File: src/rtl/lif_neuron_layer.sv
// Layer of leaky integrate-and-fire neurons over a byte-serial binary input vector.
// Neurons are evaluated one per cycle against a shared input vector and per-neuron weight masks.
module lif_neuron_layer #(
   parameter int N_NEURONS = 4,
   parameter int INPUTS    = 32,
   parameter int U_BITS    = 8
) (
   input  logic                        clk,
   input  logic                        rst_n,
   input  logic                        in_valid,
   input  logic [7:0]                  in_data,
   output logic                        in_ready,
   input  logic                        cfg_w_we,
   input  logic [7:0]                  cfg_w_data,
   input  logic [2:0]                  cfg_shift,
   input  logic signed [U_BITS-1:0]    cfg_theta,
   output logic                        out_valid,
   output logic [N_NEURONS-1:0]        out_spikes,
   input  logic                        out_ready
);

   localparam int IN_BYTES = INPUTS / 8;
   localparam int W_BITS   = N_NEURONS * INPUTS;
   localparam int W_BYTES  = W_BITS / 8;
   localparam int CNT_W    = $clog2(IN_BYTES > 1 ? IN_BYTES : 2);
   localparam int PTR_W    = $clog2(W_BYTES > 1 ? W_BYTES : 2);
   localparam int IDX_W    = $clog2(N_NEURONS > 1 ? N_NEURONS : 2);
   localparam int EXT_W    = U_BITS + 2;

   localparam logic [CNT_W-1:0] CNT_LAST = CNT_W'(IN_BYTES - 1);
   localparam logic [PTR_W-1:0] PTR_LAST = PTR_W'(W_BYTES - 1);
   localparam logic [IDX_W-1:0] IDX_LAST = IDX_W'(N_NEURONS - 1);
   localparam logic signed [EXT_W-1:0] U_MAX = EXT_W'((2 ** (U_BITS - 1)) - 1);
   localparam logic signed [EXT_W-1:0] U_MIN = -(EXT_W'(2 ** (U_BITS - 1)));

   typedef enum logic [1:0] {IDLE, COMPUTE, OUTPUT} state_t;

   state_t                     state;
   logic [CNT_W-1:0]           cnt;
   logic [PTR_W-1:0]           wptr;
   logic [IDX_W-1:0]           idx;
   logic [INPUTS-1:0]          x;
   logic [W_BITS-1:0]          w;
   logic signed [U_BITS-1:0]   u [N_NEURONS];
   logic [N_NEURONS-1:0]       was_spike;

   function automatic logic signed [U_BITS-1:0] sat_u(input logic signed [EXT_W-1:0] v);
      if (v > U_MAX)      return U_MAX[U_BITS-1:0];
      else if (v < U_MIN) return U_MIN[U_BITS-1:0];
      else                return v[U_BITS-1:0];
   endfunction

   function automatic logic signed [EXT_W-1:0] popcount(input logic [INPUTS-1:0] v);
      logic signed [EXT_W-1:0] c;
      c = '0;
      for (int i = 0; i < INPUTS; i++) c = c + EXT_W'(v[i]);
      return c;
   endfunction

   logic                       accept;
   logic                       wr_ok;
   logic [INPUTS-1:0]          x_shift;
   logic [INPUTS-1:0]          w_sel_p0;
   logic signed [U_BITS-1:0]   u_cur_p0;
   logic signed [EXT_W-1:0]    pop_p0;
   logic signed [EXT_W-1:0]    leak_p0;
   logic signed [EXT_W-1:0]    pen_p0;
   logic signed [EXT_W-1:0]    pre_p0;
   logic signed [U_BITS-1:0]   u_new_p0;
   logic                       spike_p0;
   logic [N_NEURONS-1:0]       spikes_next_p0;

   assign in_ready = rst_n && (state == IDLE);
   assign accept   = in_valid && in_ready;
   // Input bytes take priority over weight writes, which only land between steps.
   assign wr_ok    = cfg_w_we && (state == IDLE) && (cnt == '0) && !accept;

   always_comb begin
      x_shift        = x << 8;
      x_shift[7:0]   = in_data;
      w_sel_p0       = w[idx * INPUTS +: INPUTS];
      u_cur_p0       = u[idx];
      pop_p0         = popcount(w_sel_p0 & x);
      leak_p0        = (cfg_shift == 3'd0) ? '0 : EXT_W'(u_cur_p0 >>> cfg_shift);
      pen_p0         = was_spike[idx] ? EXT_W'(cfg_theta) : '0;
      pre_p0         = EXT_W'(u_cur_p0) - leak_p0 + pop_p0 - pen_p0;
      u_new_p0       = sat_u(pre_p0);
      spike_p0       = (u_new_p0 >= cfg_theta);
      spikes_next_p0 = was_spike;
      spikes_next_p0[idx] = spike_p0;
   end

   // Compute stage boundary: one neuron's state committed per cycle.
   always_ff @(posedge clk) begin
      if (!rst_n) begin
         state      <= IDLE;
         cnt        <= '0;
         wptr       <= '0;
         idx        <= '0;
         x          <= '0;
         w          <= '0;
         for (int n = 0; n < N_NEURONS; n++) u[n] <= '0;
         was_spike  <= '0;
         out_valid  <= 1'b0;
         out_spikes <= '0;
      end else begin
         case (state)
            IDLE: begin
               if (accept) begin
                  x <= x_shift;
                  if (cnt == CNT_LAST) begin
                     cnt   <= '0;
                     idx   <= '0;
                     state <= COMPUTE;
                  end else begin
                     cnt <= cnt + 1'b1;
                  end
               end else if (wr_ok) begin
                  w[{wptr, 3'b000} +: 8] <= cfg_w_data;
                  wptr <= (wptr == PTR_LAST) ? '0 : wptr + 1'b1;
               end
            end
            COMPUTE: begin
               u[idx]         <= u_new_p0;
               was_spike[idx] <= spike_p0;
               if (idx == IDX_LAST) begin
                  state      <= OUTPUT;
                  out_valid  <= 1'b1;
                  out_spikes <= spikes_next_p0;
               end else begin
                  idx <= idx + 1'b1;
               end
            end
            OUTPUT: begin
               if (out_ready) begin
                  out_valid <= 1'b0;
                  state     <= IDLE;
               end
            end
            default: state <= IDLE;
         endcase
      end
   end

endmodule

File: config.mk
export PLATFORM = sky130hd
export DESIGN_NAME = lif_neuron_layer
export DESIGN_NICKNAME = d
export VERILOG_FILES = /design/src/rtl/lif_neuron_layer.sv
export SDC_FILE = /design/constraint.sdc
export NUM_CORES = 1
export LEC_CHECK = 0
export CORE_ASPECT_RATIO = 1.25
export CORE_MARGIN = 3
export CORE_UTILIZATION = 54
export DETAILED_ROUTE_END_ITERATION = 8
export PLACE_DENSITY = 0.78
export REMOVE_ABC_BUFFERS = 1
export SYNTH_ARGS = -nofsm -noshare
export SYNTH_HDL_FRONTEND = slang
export SYNTH_SLANG_ARGS = --single-unit
File: constraint.sdc
create_clock -name clk -period 11.4 [get_ports clk]
set_input_delay 2.28 -clock clk [delete_from_list [all_inputs] [get_ports clk]]
set_output_delay 2.28 -clock clk [all_outputs]
set_load 0.005 [all_outputs]
==> flow_summary.ini <==
[sta]
min_period_over_period = 0.9372
max_slew_margin = 0.3061
fmax_ghz = 0.09360
layout_min_cycle_time_ns = 10.68
tightest_slew_ns = 1.041
rsz0062_at_grt = false
hold_viol_final = 0
layout_setup_ws_ns = 0.7159
setup_viol = 0
maxSlewViolCount = 0
finalClockSkew_ns = 0.01838
fin_setup_tns_ns = 0

[hold_path]
hp-class = reg -> reg

[die]
die-area_sq_um = 23400
die_y_um = 170.3
core_area_sq_um = 21040
start_util = 0.5541
dieWidth_um = 137.4
rows = 59
ios = 38

[clock_tree]
clk_pin_slew_ns = 0.06
clock-root-buffer = clkbuf_16
postCtsHoldBufs = 0
cts_tree = built
htree_levels = 1
clk_path_buf_depth = 3
post_cts_buffers = 0
cts_resized = 0
insertion_delay_ns = 0.52
cts-buffers-inserted = 23
cts_sinks = 213

[pwr]
power_frac_comb = 0.230
p_leak_nw = 4.870
internal_power_mw = 1.390
p_sw_frac = 0.3040
p_seq_frac = 0.393
p_switching_mw = 0.6071
powerDensity_nw_per_um2 = 154.8
max-vdd-ir-drop_mv = 0.1325
clkPwrFrac = 0.377

[logic_synthesis]
synth_cell_types = 52
yosys_most_used_dff = dfxtp_1
synth_top_cell_by_area = dfxtp_1
ys_top_cells_by_area = dfxtp_1 31%, edfxtp_1 8.2%, mux4_2 7.9%
yosys_warnings = 0
synth_edf_count = 32
ys_seq_elements = 213
synth.cell_area_sq_um = 11660
syn_inst = 1220
netlist.area_leader.share = 0.3108
async_flop_share = 0
avgSynthCellArea_sq_um = 9.556
synth.yosys.seq_area_share = 0.3932

[outcome]
status = complete, no violations

[grt]
grt_pass1_wl_mm = 44.93
antenna_found_initial = 0
first_global_vias = 8771
track_usage = 0.2403
grt_overflow = 0
grt_max_degree = 110

[placed_design]
placed_area_sq_um = 12140
finalWeightedCongestion = 0.8611
portBuffers = 37
pre_cts_ws_ns = 0.3863
dp_hpwl_mm = 19.52

[critical_path]
cp.arrival_ns = 11.08
end_kind = flip-flop
crit_required_ns = 11.79
cp_max_fo = 12
worstSetupPathType = in -> reg
startpoint_type = primary input

[job]
max_cap_violations = 0

[finish]
layout.nets = 1343
area.growth.synth_to_final_pct = 10.69
final_common_cell = nand2_1
n_antenna_cell = 0
final_cell_area_sq_um = 12900
layout_common_cells = 204 x nand2_1, 180 x dfxtp_1, 99 x o21ai_0, 71 x nor2b_1, 66 x mux2i_1
drive_gt1_frac = 0.08117

[detailed_routing]
first_pass_iters = 6
routed_wl_mm = 27.84
ant_nets = 0
drc = 0
via_per_inst = 5.821
routedWlPerCell_um = 18.49
drt_iter0_markers = 601
vias = 8767
## logic make-up (layout without fill, tap and decap cells)
kind of cell / count (synthesis) / in the layout / share of synthesized area
AOI/OAI and AO/OA: 213 / 213 / 0.1055
xor gates and xnor gates: 11 / 11 / 0.008263
adders and majority gates: 95 / 95 / 0.1251
buffers and inverters: 132 / 144 / 0.04400
DFF: 213 / 213 / 0.3932
muxes: 107 / 107 / 0.1359
and+or+nand+nor: 449 / 449 / 0.1880
## cell type report
| cell class | instances | area [sq um] |
|---|---|---|
| fill | 1775 | 8134 |
| timing repair buffer | 45 | 427.9 |
| tap | 274 | 342.8 |
| clock inverter | 11 | 126.4 |
| inverter | 58 | 217.7 |
| clock buffer | 30 | 641.9 |
| sequential | 213 | 4586 |
| multi-input combinational | 875 | 6563 |
## worst paths after layout
check             slack, ns    startpoint  cells after the start       endpoint
setup / recovery       0.72  cfg_shift[0]                     28  out_spikes[1]
hold reg to reg        0.46         x[28]                      2          x[28]
setup reg to reg       2.02     flip-flop                     27  out_spikes[1]
hold / removal         0.46         x[28]                      2          x[28]
## state kept, by name (all words and copies together) (netlist names), named ones only
| signal | cells |
|---|---|
| w | 128 |
| u | 32 |
| x | 32 |
| out_spikes | 4 |
| was_spike | 4 |
| wptr | 4 |
| cnt | 2 |
| idx | 2 |
| state | 2 |
| out_valid | 1 |
## power groups by stage
stage	sequential [mW]	clock, mW	combinational [mW]
global route	0.787	0.789	0.511
detailed placement	0.802	0	0.452
CTS	0.786	0.760	0.455
global placement	0.801	0	0.436
floorplan	0.798	0	0.320
finish	0.786	0.753	0.458
## synth_stat cells (2+ instances only)
master	n
o211ai_1	6
and3_1	12
ha_1	59
a21boi_0	26
nand2_1	204
fa_1	36
o21bai_1	2
xor2_1	4
buf_2	8
nor2_1	27
edfxtp_1	32
or3_1	3
xnor2_1	7
and2_1	37
o31ai_1	4
nor3_1	3
nor2_2	3
o211a_1	2
a21oi_1	46
nand2b_1	7
o21a_1	2
o21ai_1	6
inv_1	58
nor3_2	3
nand3_1	63
buf_1	8
or2_2	2
mux4_2	41
nand4_1	3
a211oi_1	7
nor3b_1	4
nor2b_1	71
a21o_1	5
dfxtp_1	181
a31oi_1	2
mux2i_1	66
o21ai_0	99
clkbuf_1	57
## metrics by stage
| step | util | hold WS [ns] | power, mW | instances |
|---|---|---|---|---|
| floorplan | - | 0.4314 | 1.118 | 1146 |
| global placement | 0.5769 | 0.4470 | 1.237 | 1465 |
| detailed placement | 0.5769 | 0.4509 | 1.254 | 1465 |
| CTS | 0.6134 | 0.4592 | 2.001 | 1506 |
| global route | 0.6134 | 0.4782 | 2.087 | 1506 |
| finish | 0.6134 | 0.4623 | 1.997 | 1506 |
## routing by layer
layer  part of all wire  vias to the layer above  track usage
met2               0.52                      291       0.4356
met4              0.030                        0      0.08290
met3              0.048                       64      0.02868
met5                  0                        -            0
li1                   -                     4203            -
met1               0.40                     4209       0.2922
## worst max-delay path: stages
cell and delay (ns):
clkdlybuf4s50_1 0.70, inv_1 0.21, nand2_1 0.13, nand2_1 0.08
o211ai_1 0.17, o21ai_0 0.20, fa_1 0.58, fa_1 0.52
fa_1 0.51, fa_1 0.51, fa_1 0.52, fa_1 0.55
inv_1 0.06, fa_1 0.45, fa_1 0.44, a211oi_1 0.42
o21ai_0 0.19, a211oi_1 0.42, nor3_2 0.14, o21ai_0 0.46
and2_1 0.20, ha_1 0.22, nand2b_1 0.14, a21o_1 0.17
a21oi_1 0.12, o21ai_0 0.14, o31ai_1 0.39, a21oi_1 0.13
No activity file was read; power rests on OpenSTA's default activity.
